[src/rtl/rgb_timebase.sv]
// Free-running prescaler for the LED path: a WIDTH-bit cycle counter that emits
// one registered single-cycle strobe per tap at power-of-two rates, plus a wrap strobe.
module rgb_timebase #(
   parameter int WIDTH = 32,
   parameter int NTAPS = 6
) (
   input  logic             clk,
   input  logic             rst,
   input  logic             en,
   input  logic             clr,
   input  logic [NTAPS-1:0] tap_mask,
   output logic [NTAPS-1:0] taps,
   output logic [WIDTH-1:0] count,
   output logic             wrap
);

   generate
      if (WIDTH < 2 || NTAPS < 2 || NTAPS > WIDTH) begin : g_bad_params
         $error("rgb_timebase: illegal WIDTH/NTAPS combination");
      end
   endgenerate

   // Spreads the taps evenly from bit 0 to bit WIDTH-1; downstream dividers depend on this.
   function automatic int tap_bit(input int i);
      return (i * (WIDTH - 1)) / (NTAPS - 1);
   endfunction

   logic             inc;
   logic [NTAPS-1:0] tap_hit;
   logic             wrap_hit;

   assign inc      = en & ~clr;
   assign wrap_hit = &count;

   // A tap fires when the coming increment carries into bit b: count[b:0] == 0 then b ones.
   genvar gi;
   generate
      for (gi = 0; gi < NTAPS; gi++) begin : g_tap
         localparam int B = tap_bit(gi);
         localparam logic [WIDTH-1:0] LOW_MASK = {WIDTH{1'b1}} >> (WIDTH - 1 - B);
         localparam logic [WIDTH-1:0] PATTERN  = {WIDTH{1'b1}} >> (WIDTH - B);
         assign tap_hit[gi] = ((count & LOW_MASK) == PATTERN);
      end
   endgenerate

   always_ff @(posedge clk) begin
      if (rst || clr) begin
         count <= '0;
         taps  <= '0;
         wrap  <= 1'b0;
      end else if (inc) begin
         count <= count + WIDTH'(1);
         taps  <= tap_hit & tap_mask;
         wrap  <= wrap_hit;
      end else begin
         // Paused: count holds and any strobe already out completes its single cycle.
         taps  <= '0;
         wrap  <= 1'b0;
      end
   end

endmodule
[config.mk]
export PLATFORM = sky130hd
export DESIGN_NAME = rgb_timebase
export DESIGN_NICKNAME = d
export VERILOG_FILES = /design/src/rtl/rgb_timebase.sv
export SDC_FILE = /design/constraint.sdc
export NUM_CORES = 1
export LEC_CHECK = 0
export BUFFER_PORTS_ARGS = -buffer_cell sky130_fd_sc_hd__buf_4
export CORE_AREA = 2 2 60 62
export DETAILED_ROUTE_END_ITERATION = 7
export DIE_AREA = 0 0 62 64
export PLACE_DENSITY = 0.81
export SYNTH_ARGS = -nofsm -noshare
export SYNTH_HDL_FRONTEND = slang
export SYNTH_SLANG_ARGS = --single-unit
[constraint.sdc]
create_clock -name clk -period 5.1 [get_ports clk]
set_input_delay 0.51 -clock clk [delete_from_list [all_inputs] [get_ports clk]]
set_output_delay 0.51 -clock clk [all_outputs]
set_load 0.005 [all_outputs]
==> results.txt, run 1 <==
WHS Path Cells - 2
Die Wd - 62 µm
Starting Density - 0.537
Fin. Hold Viols - 0
syn nets - 215
Max FO, Critical Path - 22
cell total after placement - 286
WL/cell - 13.2 µm
Syn Std Cell Area - 1760 µm²
vias per cell - 5.72
Area growth, synth to finish - 24.4%
Max Freq - 0.447 GHz
GRT Util Overall - 0.218
Root Buffer Master - clkbuf_4
initial antenna violation count - 0
TritonRoute pass-1 iters - 4
vias in the first global route - 1487
Synth Flop Type - dfxtp_1
wire length of the first global-routing pass - 6640 µm
n_diodes - 0
maximum capacitance violations - 0
Peak VDD IR - 0.180 mV
Initial DRC Count - 104
Avg Inst Size Synth - 8.65 µm²
Final Setup Violations - 0
async set or reset register ratio after synthesis - 0
Skew-Pair Late Insertion Delay - 0.35 ns
delay-heaviest family, CP - simple AND/OR/NAND/NOR gates
crit path time final - 2.24 ns
Hold/Removal Path Class - in2reg
top cells by area, synth - dfxtp_1 44%, or4_1 5.5%, xnor2_1 5.0%
Post-DP Area - 2130 µm²
Max stage delay cell, worst path - or4_4
PostCTS Resize Cnt - 0
fin nets - 258
CP bufs+invs - 0
worst slew pin tran - 0.622 ns
cell area after layout - 2190 µm²
setup TNS - 0 ns
Startpoint Class - register
hold path start - tap_mask[1]
unrepaired setup endpoints after global routing - no
Detail Placement HPWL - 2720 µm
number of synthesized flops with an enable pin - 0
share of the synthesized area in the top cell type - 0.443
total power - 0.503 mW
Worst R2R Setup Slack - 2.86 ns
clock tree buffer depth - 2
register area share after synthesis - 0.443
H-tree depth - 2
io pins - 49
period utilization - 0.439
power per cell area - 229 nW/µm²
CTS Buf Count - 5
Lkg Pwr - 0.772 nW
outcome - completed
cell taking the most area after synthesis - dfxtp_1
vias post-DR - 1681
remaining global-route overflow - 0
library cells used by synthesis - 35
Non-Filler Instances - 294
reg2reg path depth - 5
RR Startpoint - count[0]$_SDFFE_PP0N_
largest net degree at the start of global routing - 33
DR DRC count - 0
Clock Sinks - 39
Die Y - 64 µm
CP required - 5.38 ns
slowest stage delay, CP - 0.60 ns
kind of critical path - reg2reg
Detailed Route WL - 3880 µm
Final Max Tran Viols - 0
Core ar. - 3280 µm²
flops & latches, synth - 39
share of cells above drive strength 1 - 0.246
Fill cells - 289
CTS tree - built
Final ANT Viol Nets - 0
Worst Hold Path EP - taps[1]$_SDFF_PP0_
synth warn - 0
PortBufs - 48
Post-CTS Hold Buffers - 0
Arr. time, crit path - 2.51 ns
placer's final routability congestion estimate - 0.826
RR Endpoint - count[20]$_SDFFE_PP0N_
clk_skew - 0.00507 ns
clk slew on worst S/H paths - 0.11 ns
Post-Synthesis Cells - 204
Cell Chain, Critical Path - ha_1, nand4b_1, or4_4, or4_1, a21oi_1
Final Hold Slack - 0.384 ns
Rel. slew slack - 0.585
die area - 3970 µm²
Rows - 21
Setup Buffers After CTS - 0
CP Capture Type - register
-- layer usage --
metal,GRT usage,vias to the layer above,wire length (µm)
met1,0.284,776,1740
met3,0.0668,5,280
met4,0.0824,0,51
li1,-,842,-
met5,0,-,0
met2,0.331,58,1810
-- registers in the layout (all words and copies together) (netlist names) --
name   cells
taps       6
count     32
wrap       1
-- per-stage QoR --
stage	worst slack [ns]	util
2_1_floorplan	2.98	-
3_3_place_gp	2.83	0.647
3_5_place_dp	2.80	0.647
4_1_cts	2.87	0.668
5_1_grt	2.71	0.668
6_report	2.86	0.668
-- area by class of cell --
type	count	area, µm²	share of cell area
Tap cell	46	57.6	0.0262
Multi-Input combinational cell	149	912	0.416
Timing Repair Buffer	48	360	0.164
Inverter	4	15.0	0.00684
Sequential cell	39	781	0.356
Clock buffer	8	68.8	0.0314
-- cells in the final DEF, fill, tap and decap left out, types with 2 or more instances in the layout --
cell,count
xnor2_1,10
nand3_1,5
o31ai_1,10
nor4_1,3
a31oi_1,2
or3_1,8
o21ai_0,7
nand2_1,16
or4_1,13
mux2i_1,2
inv_1,4
and3_1,2
nand4b_1,2
buf_4,48
nor3_1,9
dfxtp_1,39
nor2_1,19
nor4b_1,2
nand4_1,8
or2_2,2
clkbuf_8,2
clkbuf_4,5
a21oi_1,17
a41o_1,2
-- Yosys cell counts, drive strengths merged (4+ instances only) --
cell type and instances:
a21oi 17, buf 5, clkbuf 7, dfxtp 39
inv 4, nand2 16, nand3 6, nand4 9
nor2 19, nor3 9, o21ai 7, o31ai 10
or3 8, or4 14, xnor2 10
-- worst max-delay path by stage --
| stage | startpoint | endpoint | depth (start not counted) |
|---|---|---|---|
| finish | count[0]$_SDFFE_PP0N_ | count[20]$_SDFFE_PP0N_ | 5 |
| detailed placement | clr | count[29]$_SDFFE_PP0N_ | 5 |
| global placement | clr | count[27]$_SDFFE_PP0N_ | 5 |
| global route | count[0]$_SDFFE_PP0N_ | count[22]$_SDFFE_PP0N_ | 5 |
| floorplan | en | count[28]$_SDFFE_PP0N_ | 6 |
| CTS | count[0]$_SDFFE_PP0N_ | count[20]$_SDFFE_PP0N_ | 5 |
-- kinds of logic (layout without fill, tap and decap cells) --
kind of cell / Yosys count / count (layout) / synth area share
simple gates: 97 / 97 / 0.315
mux: 2 / 2 / 0.0113
buf+inv: 16 / 60 / 0.0404
fa+ha+maj: 1 / 1 / 0.00709
xor+xnor: 11 / 11 / 0.0546
flops: 39 / 39 / 0.443
compound gates: 38 / 38 / 0.129
-- power breakdown --
| group | leakage (nW) | switching, mW | total [mW] | internal [mW] |
|---|---|---|---|---|
| sequential | 0.314 | 0.00113 | 0.306 | 0.305 |
| clock | 0.0386 | 0.0978 | 0.179 | 0.0812 |
| combinational | 0.419 | 0.00911 | 0.0172 | 0.00812 |
(Power assumes the default switching activity.)
==> inputs of run 2 (changes only) <==
- ABC_AREA: default -> 1
- CORE_AREA: 2 2 60 62 -> 2 2 67 69
- DIE_AREA: 0 0 62 64 -> 0 0 69 71
- PLACE_DENSITY: 0.81 -> 0.76
- clock period: 5.1 -> 2.25 ns (I/O delays scaled with it)
==> run 2 against run 1 <==
Net effect:
- cell count rose by 46%
- clock skew fell by 0.00093 ns
- hold slack got worse by 0.20 ns
- critical path depth rose by 3
- sequential cell count did not move
- sequential share of layout area fell by 6.0 points
- global-route usage rose by 1.1 points
- critical endpoint is now count[24]$_SDFFE_PP0N_
- first-iteration DRC count rose by 2.9%
- synthesized cell count rose by 59%
- setup slack got worse by 2.1 ns
- largest cell class unchanged
==> results.txt, run 2 <==
outcome - completed
largest net degree at the start of global routing - 16
cell area after layout - 2640 µm²
Starting Density - 0.503
CTS tree - built
setup ws final - 0.737 ns
vias post-DR - 2174
Startpoint Class - register
Final Setup Violations - 0
CTS Buf Count - 5
clk slew on worst S/H paths - 0.08 ns
main combinational cell family by area after synthesis - simple AND/OR/NAND/NOR gates
Detailed Route WL - 5270 µm
Avg Inst Size Synth - 6.53 µm²
top cells by area, synth - dfxtp_1 37%, nand2_1 14%, nor2_1 12%
vias in the first global route - 2001
Rows - 24
Fin. Hold Viols - 0
Post-DP Area - 2530 µm²
Syn Std Cell Area - 2110 µm²
share of the synthesized area in the top cell type - 0.369
Non-Filler Instances - 430
most used routing layer - met2
Clock Sinks - 39
Die Y - 71 µm
XOR/XNOR share of the synthesized area - 0.00828
Final Hold Slack - 0.185 ns
Adder-Cell Fraction of Synth Area - 0.00592
PostCTS Resize Cnt - 0
H-tree depth - 2
maximum capacitance violations - 0
most frequent cells in the layout - 78 x nand2_1, 65 x nor2_1, 50 x buf_4, 45 x inv_1, 39 x dfxtp_1
met3 usage in global routing - 0.0399
Core ar. - 4200 µm²
Final ANT Viol Nets - 0
Setup crit end - count[24]$_SDFFE_PP0N_
share of cells above drive strength 1 - 0.220
CP required - 2.43 ns
library cells used by synthesis - 23
unrepaired setup endpoints after global routing - no
Synth Flop Type - dfxtp_1
commonest non-fill, non-tap cell in the layout - nand2_1
Rel. slew slack - 0.625
number of synthesized flops with an enable pin - 0
n_diodes - 0
count leader, synth - nand2_1
synth warn - 0
worst slew pin tran - 0.562 ns
register area share after synthesis - 0.369
Initial DRC Count - 107
cell total after placement - 422
initial antenna violation count - 0
Detail Placement HPWL - 3950 µm
Final Max Tran Viols - 0
RR Startpoint - count[1]$_SDFFE_PP0N_
power per cell area - 512 nW/µm²
dpl ws - 0.724 ns
CP Capture Type - register
GRT Util Overall - 0.229
kind of critical path - reg2reg
Arr. time, crit path - 1.69 ns
met1 Use GR - 0.296
clock tree buffer depth - 2
Max FO, Critical Path - 5
met2 usage in global routing - 0.388
DR DRC count - 0
Max Freq - 0.661 GHz
io pins - 49
Peak VDD IR - 0.284 mV
area occupied by multi-input gates - 1140 µm²
remaining global-route overflow - 0
crit path from - count[1]$_SDFFE_PP0N_
syn nets - 335
Reg area - 781 µm²
max reg flops - 32
Post-Synthesis Cells - 324
Hold/Removal Path Class - in2reg
crit path time final - 1.51 ns
reg2reg path depth - 8
Lkg Pwr - 1.10 nW
cell taking the most area after synthesis - dfxtp_1
fin nets - 388
Worst R2R Setup Slack - 0.74 ns
Skew-Pair Late Insertion Delay - 0.29 ns
RR Endpoint - count[24]$_SDFFE_PP0N_
Biggest register - count
WHS Path Cells - 3
PortBufs - 48
mux cell area share after synthesis - 0
wire length of the first global-routing pass - 9110 µm
largest registers - count (32), taps (6), wrap (1)
flops & latches, synth - 39
Die Wd - 69 µm
Root Buffer Master - clkbuf_8
Post-synth top cells - 78 x nand2_1, 65 x nor2_1, 45 x inv_1
clk_skew - 0.00415 ns
WL/cell - 12.3 µm
period utilization - 0.673
Fill cells - 407
Area growth, synth to finish - 25.0%
Setup Buffers After CTS - 0
async set or reset register ratio after synthesis - 0
setup TNS - 0 ns
Synth Area in Simple Gates - 0.464
die area - 4900 µm²
placer's final routability congestion estimate - 0.826
Post-CTS Hold Buffers - 0
utilization after layout - 0.629
TritonRoute pass-1 iters - 4
total power - 1.35 mW
vias per cell - 5.06
Synth Area in Compound Gates - 0.0592
## run 2: worst min path at each step
stage	from	to	slack, ns
floorplan	tap_mask[0]	taps[0]$_SDFF_PP0_	0.35
global placement	count[5]$_SDFFE_PP0N_	count[5]$_SDFFE_PP0N_	0.46
detailed placement	count[5]$_SDFFE_PP0N_	count[5]$_SDFFE_PP0N_	0.47
CTS	tap_mask[4]	taps[4]$_SDFF_PP0_	0.19
global route	tap_mask[2]	taps[2]$_SDFF_PP0_	0.20
finish	tap_mask[4]	taps[4]$_SDFF_PP0_	0.18
## run 2: metal layers
metal | share of wire | wire length, µm | vias to the layer above
met5 | 0 | 0 | -
met4 | 0.010 | 55 | 0
met3 | 0.051 | 268 | 7
met2 | 0.48 | 2510 | 47
met1 | 0.46 | 2440 | 1001
li1 | - | - | 1119
## run 2: cell families (layout without fill, tap and decap cells)
family / count (synthesis) / count (layout)
fa+ha+maj: 1 / 1
buf+inv: 49 / 103
xor+xnor: 2 / 2
flops: 39 / 39
simple gates: 208 / 208
compound gates: 25 / 25
## run 2: report_power, final
| group | internal [mW] | total, mW | switching [mW] |
|---|---|---|---|
| registers | 0.691 | 0.693 | 0.00155 |
| clock network | 0.359 | 0.607 | 0.248 |
| logic | 0.0218 | 0.0532 | 0.0314 |
## run 2: area by class of cell
type / count / area share
Multi-Input combinational cell: 236 / 0.430
Sequential cell: 39 / 0.295
Timing Repair Buffer: 50 / 0.142
Inverter: 45 / 0.0639
Clock buffer: 6 / 0.0312
Tap cell: 52 / 0.0246
Clock inverter: 2 / 0.0133
## run 2: critical path: stages (launching register included)
cell and delay [ns]:
dfxtp_1 0.37, ha_1 0.22, nand2_1 0.09, nor2_1 0.17, nand2_2 0.13, nor2_2 0.17
nand4_1 0.10, nand2_1 0.12, nor2_2 0.04
